$ cat src/rtl/vga_rect_fill.sv
// Rectangle fill raster generator for the 160x120 VGA adapter.
// Clips each command to the screen and emits at most one pixel write per clock.
module vga_rect_fill #(
    parameter int unsigned X_WIDTH      = 8,
    parameter int unsigned Y_WIDTH      = 7,
    parameter int unsigned COLOUR_WIDTH = 3,
    parameter int unsigned X_MAX        = 159,
    parameter int unsigned Y_MAX        = 119
) (
    input  logic                    clock,
    input  logic                    resetn,
    input  logic                    cmd_valid,
    output logic                    cmd_ready,
    input  logic [X_WIDTH-1:0]      cmd_x0,
    input  logic [Y_WIDTH-1:0]      cmd_y0,
    input  logic [X_WIDTH-1:0]      cmd_w,
    input  logic [Y_WIDTH-1:0]      cmd_h,
    input  logic [COLOUR_WIDTH-1:0] cmd_colour,
    input  logic                    hold,
    output logic [X_WIDTH-1:0]      x,
    output logic [Y_WIDTH-1:0]      y,
    output logic [COLOUR_WIDTH-1:0] colour,
    output logic                    plot,
    output logic                    busy,
    output logic                    done
);

    localparam logic [X_WIDTH:0]   XLim  = X_MAX[X_WIDTH:0];
    localparam logic [Y_WIDTH:0]   YLim  = Y_MAX[Y_WIDTH:0];
    localparam logic [X_WIDTH:0]   XOne  = 1;
    localparam logic [Y_WIDTH:0]   YOne  = 1;
    localparam logic [X_WIDTH-1:0] XStep = 1;
    localparam logic [Y_WIDTH-1:0] YStep = 1;

    typedef enum logic [1:0] {StIdle, StClip, StDraw, StDone} state_e;

    state_e state_q, state_d;

    logic [X_WIDTH-1:0]      x0_q, w_q, x1_q, x_q;
    logic [Y_WIDTH-1:0]      y0_q, h_q, y1_q, y_q;
    logic [COLOUR_WIDTH-1:0] colour_q;
    logic                    busy_q, done_q;

    logic                    accept;
    logic [X_WIDTH:0]        x_end;
    logic [Y_WIDTH:0]        y_end;
    logic [X_WIDTH-1:0]      x_last;
    logic [Y_WIDTH-1:0]      y_last;
    logic                    empty;
    logic                    last_pix;

    assign accept = cmd_valid && cmd_ready;

    // One extra bit on the end sums so a rectangle running off the edge cannot wrap.
    always_comb begin
        x_end  = {1'b0, x0_q} + {1'b0, w_q} - XOne;
        y_end  = {1'b0, y0_q} + {1'b0, h_q} - YOne;
        x_last = (x_end > XLim) ? XLim[X_WIDTH-1:0] : x_end[X_WIDTH-1:0];
        y_last = (y_end > YLim) ? YLim[Y_WIDTH-1:0] : y_end[Y_WIDTH-1:0];
        empty  = (w_q == '0) || (h_q == '0) ||
                 ({1'b0, x0_q} > XLim) || ({1'b0, y0_q} > YLim);
    end

    assign last_pix = (x_q >= x1_q) && (y_q >= y1_q);

    always_ff @(posedge clock or negedge resetn) begin
        if (!resetn) begin
            state_q <= StIdle;
        end else begin
            state_q <= state_d;
        end
    end

    always_comb begin
        state_d = state_q;
        unique case (state_q)
            StIdle: begin
                if (cmd_valid) begin
                    state_d = StClip;
                end
            end
            StClip: begin
                state_d = empty ? StDone : StDraw;
            end
            StDraw: begin
                if (!hold && last_pix) begin
                    state_d = StDone;
                end
            end
            StDone: begin
                state_d = StIdle;
            end
            default: begin
                state_d = StIdle;
            end
        endcase
    end

    // The strobe is gated by hold in the same cycle so a paused cycle never writes.
    always_comb begin
        cmd_ready = (state_q == StIdle);
        plot      = (state_q == StDraw) && !hold;
        x         = x_q;
        y         = y_q;
        colour    = colour_q;
        busy      = busy_q;
        done      = done_q;
    end

    always_ff @(posedge clock or negedge resetn) begin
        if (!resetn) begin
            x0_q     <= '0;
            y0_q     <= '0;
            w_q      <= '0;
            h_q      <= '0;
            x1_q     <= '0;
            y1_q     <= '0;
            x_q      <= '0;
            y_q      <= '0;
            colour_q <= '0;
            busy_q   <= 1'b0;
            done_q   <= 1'b0;
        end else begin
            busy_q <= (state_d != StIdle);
            done_q <= (state_d == StDone);
            if (accept) begin
                x0_q     <= cmd_x0;
                y0_q     <= cmd_y0;
                w_q      <= cmd_w;
                h_q      <= cmd_h;
                colour_q <= cmd_colour;
            end
            if (state_q == StClip && !empty) begin
                x1_q <= x_last;
                y1_q <= y_last;
                x_q  <= x0_q;
                y_q  <= y0_q;
            end
            // Counters only move on a cycle that actually wrote; the final pixel stays put.
            if (state_q == StDraw && !hold && !last_pix) begin
                if (x_q < x1_q) begin
                    x_q <= x_q + XStep;
                end else begin
                    x_q <= x0_q;
                    y_q <= y_q + YStep;
                end
            end
        end
    end

endmodule

$ cat config.mk
export PLATFORM = sky130hd
export DESIGN_NAME = vga_rect_fill
export DESIGN_NICKNAME = d
export VERILOG_FILES = /design/src/rtl/vga_rect_fill.sv
export SDC_FILE = /design/constraint.sdc
export NUM_CORES = 1
export LEC_CHECK = 0
export ABC_CLOCK_PERIOD_IN_PS = 3700
export CELL_PAD_IN_SITES_DETAIL_PLACEMENT = 1
export CELL_PAD_IN_SITES_GLOBAL_PLACEMENT = 1
export CORE_AREA = 2 2 104 106
export DETAILED_ROUTE_END_ITERATION = 10
export DIE_AREA = 0 0 106 108
export GPL_TIMING_DRIVEN = 0
export HOLD_SLACK_MARGIN = 0.15
export PLACE_DENSITY = 0.76
export SLEW_MARGIN = 20
export SYNTH_ARGS = -nofsm -noshare
export SYNTH_HDL_FRONTEND = slang
export SYNTH_SLANG_ARGS = --single-unit
export TNS_END_PERCENT = 100
$ cat constraint.sdc
create_clock -name clock -period 3.7 [get_ports clock]
set_input_delay 0.74 -clock clock [delete_from_list [all_inputs] [get_ports clock]]
set_output_delay 0.74 -clock clock [all_outputs]
set_load 0.05 [all_outputs]
# Yosys cells after proc, flatten, opt, wreduce, memory -nomap -nowiden
# Index checks and enable logic that the tools add are counted.
# op_classes
n_addsub,6
reduce_logical,17
n_eq_ne,4
order_cmp,7
n_mux,12
# ops
op,n
8-bit two-way mux,4
7-bit two-way mux,4
8-bit by 8-bit adder with 9-bit output,1
9-bit by 8-bit > comparator with 1-bit output (second input constant),1
9-bit by 1-bit subtractor with 9-bit output (second input constant),1
7-bit by 7-bit adder with 8-bit output,1
8-bit by 1-bit adder with 8-bit output (second input constant),1
8-bit greater-or-equal comparator,1
8-bit by 7-bit > comparator with 1-bit output (second input constant),1
8-bit > comparator (second input constant),1
8-bit zero test,1
8-bit < comparator,1
2-bit one-hot mux with 4 select lines,1
8-bit by 1-bit subtractor with 8-bit output (second input constant),1
7-bit by 1-bit adder with 7-bit output (second input constant),1
7-bit greater-or-equal comparator,1
7-bit > comparator (second input constant),1
7-bit zero test,1
2-bit equality test (second input constant),3
1-bit logical AND,6
2-bit two-way mux,2
2-bit nonzero test,2
1-bit zero test,3
1-bit logical OR,3
other kinds (3),3
# totals
output_inout_bits,22
in_bits,37
reg_bits,67

# Depth between registers and ports, before layout
# Gate-level depths: netlist (run 1).
# logic_depth
word_depth,9
ltp_mapped,12

# Worst setup path after synthesis (run 1)
# Ideal clock, no wire load.
# synth_path
path_kind,register to register
start,register x0_q[1]
end,register x1_q[3]
period_less_slack_ps,2622
slack_ps,1078
t_arrival_ps,2496
n_path_buf,0
path_stages_with_launch,13
path_cell_list,dfrtp_1 > inv_1 > ha_1 > inv_1 > ha_1 > inv_1 > fa_1 > nor2b_4 > o31a_1 > o21a_1 > or3_1 > and4bb_4 > o32a_1
# synth_via
elab_chain_len,5
word_cells_on_any_way,9
# synth_rtl
element,line,text
"start, declared",39,"logic [X_WIDTH-1:0] x0_q, w_q, x1_q, x_q;"
"start signal, assigned",127,x0_q <= cmd_x0;
branches (longest 5 deep; another with 8-bit by 8-bit adder with 9-bit output),n/a,
"end signal, assigned",134,x1_q <= x_last;
"end, declared",39,
# Several ways; the timed one is not identified.
# A chain may end at the register's enable or synchronous reset.

# Worst setup path after layout (run 1)
# layout_path
start,input port hold
end,output port plot
# layout_via
elab_chain_len,2
# layout_rtl
element,line,text
"start, declared",19,"input logic hold,"
1-bit zero test,102,plot = (state_q == StDraw) && !hold;
1-bit logical AND,102,
"end, declared",23,"output logic plot,"
# No other way between the ends.

==> results of run 1 <==
Yosys cell counts, types with 2 or more instances:
master / instances / share of area
o221ai_1: 3 / 0.0061
nand2b_1: 5 / 0.0072
nand4_1: 4 / 0.0058
mux2i_1: 7 / 0.016
xnor2_1: 6 / 0.012
a21oi_1: 18 / 0.021
or4_1: 2 / 0.0035
dfrtp_1: 67 / 0.39
nor4_1: 4 / 0.0058
and3_1: 4 / 0.0058
o21ai_0: 15 / 0.017
o32a_1: 8 / 0.018
a21o_1: 4 / 0.0069
fa_1: 2 / 0.0092
inv_1: 93 / 0.081
nor3b_1: 2 / 0.0035
o2bb2ai_1: 2 / 0.0040
buf_1: 4 / 0.0035
mux2_2: 37 / 0.096
nor3_1: 5 / 0.0058
a31oi_1: 6 / 0.0087
o21a_1: 6 / 0.010
nand3b_1: 2 / 0.0035
nor2b_1: 2 / 0.0029
a22o_1: 2 / 0.0040
ha_1: 48 / 0.14
and2_1: 2 / 0.0029
nand2_1: 17 / 0.015
buf_2: 5 / 0.0058
a211o_1: 2 / 0.0040
o221a_1: 3 / 0.0078
a22oi_1: 5 / 0.0087
nor2_1: 12 / 0.010
nand3_1: 13 / 0.015
state kept, by name, summed over array words and instances (netlist names):
register,cells
busy,1
x0_q,8
state_q,2
h_q,7
x,8
y1_q,7
done,1
colour,3
y0_q,7
x1_q,8
w_q,8
y,7
per-layer routing:
layer / vias up / wire (um) / share of wire
li1: 1666 / - / -
met1: 1700 / 5065 / 0.47
met2: 57 / 5115 / 0.48
met3: 13 / 299 / 0.028
met4: 0 / 186 / 0.017
met5: - / 0 / 0
critical path, delay by kind of cell:
family | cells | cell delay [ns]
simple gates | 1 | 0.19
buf+inv | 3 | 1.33
through the flow:
stage,setup TNS (ns),hold WS [ns],instances,util,setup WS [ns]
global placement,-26.79,0.4819,632,0.4965,-0.4064
global route,0,0.2790,649,0.5226,0.6316
CTS,0,0.2729,649,0.5226,0.6891
floorplan,0,0.4432,438,-,1.078
finish,0,0.2730,649,0.5226,0.6991
detailed placement,0,0.4917,633,0.4990,0.6982
path summary, 6_finish.rpt:
path                            slack, ns  depth (start not counted)                start                   to
worst max-delay path                 0.70                          4                 hold                 plot
worst min-delay path                 0.27                          1               resetn   w_q[2]$_DFFE_PN0P_
worst max register to register       0.85                         12   w_q[1]$_DFFE_PN0P_  x1_q[3]$_DFFE_PN0P_
worst min register to register       0.51                          2  y1_q[3]$_DFFE_PN0P_  y1_q[3]$_DFFE_PN0P_
max in group asynchronous            2.91                          2               resetn  y1_q[3]$_DFFE_PN0P_
min in group clock                   0.51                          2  y1_q[3]$_DFFE_PN0P_  y1_q[3]$_DFFE_PN0P_
final cells by class:
| class | instances | area share |
|---|---|---|
| plain buffers | 9 | 0.007489 |
| clock buffers | 11 | 0.02645 |
| clock inverters | 5 | 0.01872 |
| inverters | 93 | 0.06529 |
| multi-input cells | 269 | 0.4234 |
| flip-flops and latches | 67 | 0.3136 |
| well taps | 136 | 0.03183 |
| repair buffers | 59 | 0.1133 |
logic make-up after synthesis:
kind of cell	Yosys count	share of synthesized area
fa+ha+maj	50	0.1480
simple gates	82	0.1064
buf+inv	102	0.08988
flops	67	0.3873
mux	44	0.1124
xor+xnor	7	0.01416
compound gates	86	0.1419
==> results.py, run 1 <==
metrics = {
    "outcome": {
        "outcome": "finished clean",
    },
    "critical_path": {
        "cp_common_cell": "clkdlybuf4s50_1",
        "worstPathArrival_ns": 2.26,
        "cp.required_ns": 2.96,
        "slowest_delay_ns": 0.81,
        "slowest_stage": "clkdlybuf4s50_1",
        "crit_fanout": 3,
        "path_class": "input port to primary output",
        "end_kind": "primary output",
        "worst_setup_path_start_kind": "input port",
        "cp_cell_sequence": "clkdlybuf4s50_1 -> nand2b_1 -> inv_1 -> clkdlybuf4s50_1",
    },
    "sta": {
        "timing.final.hold_violations": 0,
        "fin_skew_ns": 0.009133,
        "post-route-period-util": 0.8111,
        "post-route-min-period_ns": 3.001,
        "worst_pin_slew_ns": 0.7057,
        "fmax_mhz": 333.2,
        "rsz0062_at_grt": "false",
        "slew-limit-headroom": 0.5252,
        "setup_viol": 0,
        "drv_slew": 0,
    },
    "drt": {
        "drc": 0,
        "wirelength_um": 10670,
        "routedWlPerCell_um": 16.43,
        "drt_iter0_drc": 87,
        "vias_per_cell": 5.294,
        "vias": 3436,
        "ant_nets": 0,
        "first_pass_iters": 5,
    },
    "global_routing": {
        "grt_use_met1": 0.2585,
        "grt-busiest-layer": "met2",
        "grt_pass1_vias": 3685,
        "grt_pass1_wl_um": 17940,
        "grt_max_degree": 46,
        "met2_usage": 0.3401,
        "grtUsageMet3": 0.02893,
        "antenna_found_initial": 0,
        "grt_overflow": 0,
        "grt_usage": 0.1999,
    },
    "clock_network": {
        "cts_buffers": 9,
        "clockBufferDepth": 2,
        "tritoncts": "yes",
        "clkLatencyLatePin_ns": 0.36,
        "root_buffer": "clkbuf_8",
        "cts-resized-gates": 0,
        "htreeDepth": 3,
        "hold_buffers": 0,
        "cts.clk_slew.worst_paths_ns": 0.07,
        "cts.sinks": 67,
        "postCtsSetupBuffers": 0,
    },
    "cells_and_area": {
        "layout_common_cells": "93 x inv_1, 67 x dfrtp_1, 57 x clkdlybuf4s50_1",
        "drive_gt1_frac": 0.1287,
        "final_nets": 595,
        "diodes": 0,
        "layout_commonest_cell": "inv_1",
        "multiInputGateArea_um2": 2263,
        "fill_cells": 1148,
        "seqCellArea_um2": 1677,
        "syn2layout_area_growth_pct": 23.50,
        "design_area_um2": 5346,
    },
    "run": {
        "cap_violations": 0,
    },
    "floorplan": {
        "die_h_um": 108,
        "die_x_um": 106,
        "dieArea_um2": 11450,
        "core_um2": 10230,
        "rows": 37,
        "start_util": 0.4231,
        "ios": 59,
    },
    "placed_design": {
        "port_buffers": 58,
        "gp_congestion": 0.8108,
        "dpl_cell_area_um2": 5105,
        "post-dp-hpwl_um": 8529,
    },
    "logic_synthesis": {
        "synthArstFlopShare": 1.000,
        "avgSynthCellArea_um2": 9.884,
        "yosys_warnings": 0,
        "yosysSeqAreaShare": 0.3873,
        "netlist_area_um2": 4329,
        "synth_cells": 438,
        "ys_seq_elements": 67,
        "ys.flop_type": "dfrtp_1",
        "synth_nets": 525,
        "synth_cell_types": 55,
        "synth_edf_count": 0,
    },
    "hold_path": {
        "hp-class": "input port to asynchronous set/reset pin",
    },
}
Power of run 1 is left out: the tool's default activity adds up to more than one toggle a clock period on the data nets, which glitch-free logic cannot reach.
==> run 2: changes to the inputs <==
- ABC_CLOCK_PERIOD_IN_PS: 3700 -> 2600
- CORE_AREA: 2 2 104 106 -> 2 2 109 111
- DIE_AREA: 0 0 106 108 -> 0 0 111 113
- PLACE_DENSITY: 0.76 -> 0.73
- clock period: 3.7 -> 2.6 ns (I/O delays scaled with it)
==> run 2 against run 1 <==
Effect of this change: clock-buffer cell count increased by 1; critical path depth grew 8; the flow now finishes with violations (setup timing); flip-flop and latch count is the same; highest routed layer unchanged; cell count increased by 4.6%.
==> results.py, run 2 (synthesis gave the netlist of run 1 again) <==
metrics = {
    "outcome": {
        "outcome": "finished, violations left",
        "violations": "setup timing",
    },
    "global_routing": {
        "antenna_found_initial": 0,
        "grtUsageMet3": 0.03428,
        "grt_pass1_wl_um": 19370,
        "grt_overflow": 0,
        "met2_usage": 0.3329,
        "grt-busiest-layer": "met2",
        "grt_max_degree": 39,
        "grt_pass1_vias": 3995,
        "grt_usage": 0.1941,
        "grt_use_met1": 0.2442,
    },
    "sta": {
        "hold_ws_ns": 0.5041,
        "slew-limit-headroom": 0.5323,
        "rsz0062_at_grt": "true",
        "fin_ws_ns": -0.08309,
        "post-route-period-util": 1.032,
        "drv_slew": 0,
        "fin_skew_ns": 0.006154,
        "worst_pin_slew_ns": 0.7015,
        "post-route-min-period_ns": 2.683,
        "setup_viol": 5,
        "timing.final.hold_violations": 0,
        "fmax_mhz": 372.7,
    },
    "drt": {
        "first_pass_iters": 4,
        "drc": 0,
        "routedWlPerCell_um": 17.11,
        "vias": 3554,
        "vias_per_cell": 5.234,
        "ant_nets": 0,
        "wirelength_um": 11620,
        "drt_iter0_drc": 99,
    },
    "clock_network": {
        "tritoncts": "yes",
        "cts.sinks": 67,
        "htreeDepth": 3,
        "clkLatencyLatePin_ns": 0.33,
        "root_buffer": "clkbuf_16",
        "cts.clk_slew.worst_paths_ns": 0.06,
        "cts_buffers": 9,
        "clockBufferDepth": 2,
    },
    "placed_design": {
        "post-dp-hpwl_um": 8526,
        "dpl_cell_area_um2": 5109,
        "gp_congestion": 0.8165,
        "port_buffers": 58,
    },
    "cells_and_area": {
        "multiInputGateArea_um2": 2424,
        "layout_common_cells": "87 x inv_1, 63 x dfrtp_1, 56 x clkdlybuf4s50_1",
        "drive_gt1_frac": 0.2295,
        "syn2layout_area_growth_pct": 32.89,
        "final_nets": 618,
        "design_area_um2": 5753,
        "seqCellArea_um2": 1682,
        "fill_cells": 1258,
        "layout_commonest_cell": "inv_1",
        "diodes": 0,
    },
    "critical_path": {
        "worst_setup_path_start_kind": "flop",
        "end_kind": "flop",
        "cp.required_ns": 2.82,
        "worstPathArrival_ns": 2.90,
        "path_class": "flop to flop",
        "crit_fanout": 5,
    },
    "floorplan": {
        "die_x_um": 111,
        "core_um2": 11270,
        "rows": 39,
        "die_h_um": 113,
        "ios": 59,
        "dieArea_um2": 12540,
        "start_util": 0.3841,
    },
    "hold_path": {
        "hp-class": "flop to flop",
    },
    "run": {
        "cap_violations": 0,
    },
}
==> run 2: cell types whose count changed in the layout (fill, tap and decap cells not counted), moves of 5 or more <==
cell	delta
a21oi_2	+6
a21oi_1	-6
buf_4	+22
inv_2	+5
clkbuf_8	-8
clkbuf_16	+9
ha_1	-6
inv_1	-6
==> run 2: stage by stage <==
stage | utilization | setup WS [ns] | instances | setup TNS (ns)
3_5_place_dp | 0.4532 | -0.1894 | 640 | -1.666
5_1_grt | 0.5104 | -0.1931 | 679 | -1.414
3_3_place_gp | 0.4517 | -1.267 | 639 | -85.75
6_report | 0.5104 | -0.08309 | 679 | -0.3941
2_1_floorplan | - | -0.009921 | 438 | -0.009921
4_1_cts | 0.4937 | -0.1058 | 666 | -0.5150
==> run 2: repair_timing <==
item	in CTS	in global routing
setup buffers	9	13
pin swaps	8	18
hold buffers	1	0
setup endpoints to repair	16	21
resized for setup	17	25
endpoints found under the hold margin	29	0
==> run 2: layer usage <==
metal	routed length (um)	vias up
met5	0	-
met1	5360	1756
met4	268	0
met2	5583	63
met3	404	17
li1	-	1718
==> run 2: final cells by class <==
cell class,instances,share of cell area
Clock buffer,12,0.04458
Clock inverter,4,0.008482
Inverter,93,0.06111
Sequential cell,67,0.2923
Tap cell,143,0.03110
Timing Repair Buffer,82,0.1342
Buffer,9,0.006960
Multi-Input combinational cell,269,0.4213
==> run 2: worst paths after layout <==
check	cells past startpoint	slack, ns	from	to
setup / recovery	12	-0.08	w_q[1]$_DFFE_PN0P_	x1_q[2]$_DFFE_PN0P_
hold / removal	1	0.50	y1_q[0]$_DFFE_PN0P_	y1_q[0]$_DFFE_PN0P_
setup reg to reg	12	-0.08	w_q[1]$_DFFE_PN0P_	x1_q[2]$_DFFE_PN0P_
hold reg to reg	1	0.50	y1_q[0]$_DFFE_PN0P_	y1_q[0]$_DFFE_PN0P_
max in group asynchronous	3	1.41	resetn	y1_q[4]$_DFFE_PN0P_
min in group asynchronous	2	0.66	resetn	w_q[0]$_DFFE_PN0P_
==> run 2: critical path: stages (launching register included) <==
cell      delay, ns
dfrtp_1        0.35
inv_1          0.05
ha_1           0.28
inv_2          0.05
ha_4           0.15
inv_2          0.06
fa_2           0.23
nor2b_4        0.05
o31a_1         0.30
o21a_1         0.19
or3_4          0.33
and4bb_4       0.23
o32a_1         0.29
Power of run 2 is left out for the same reason.
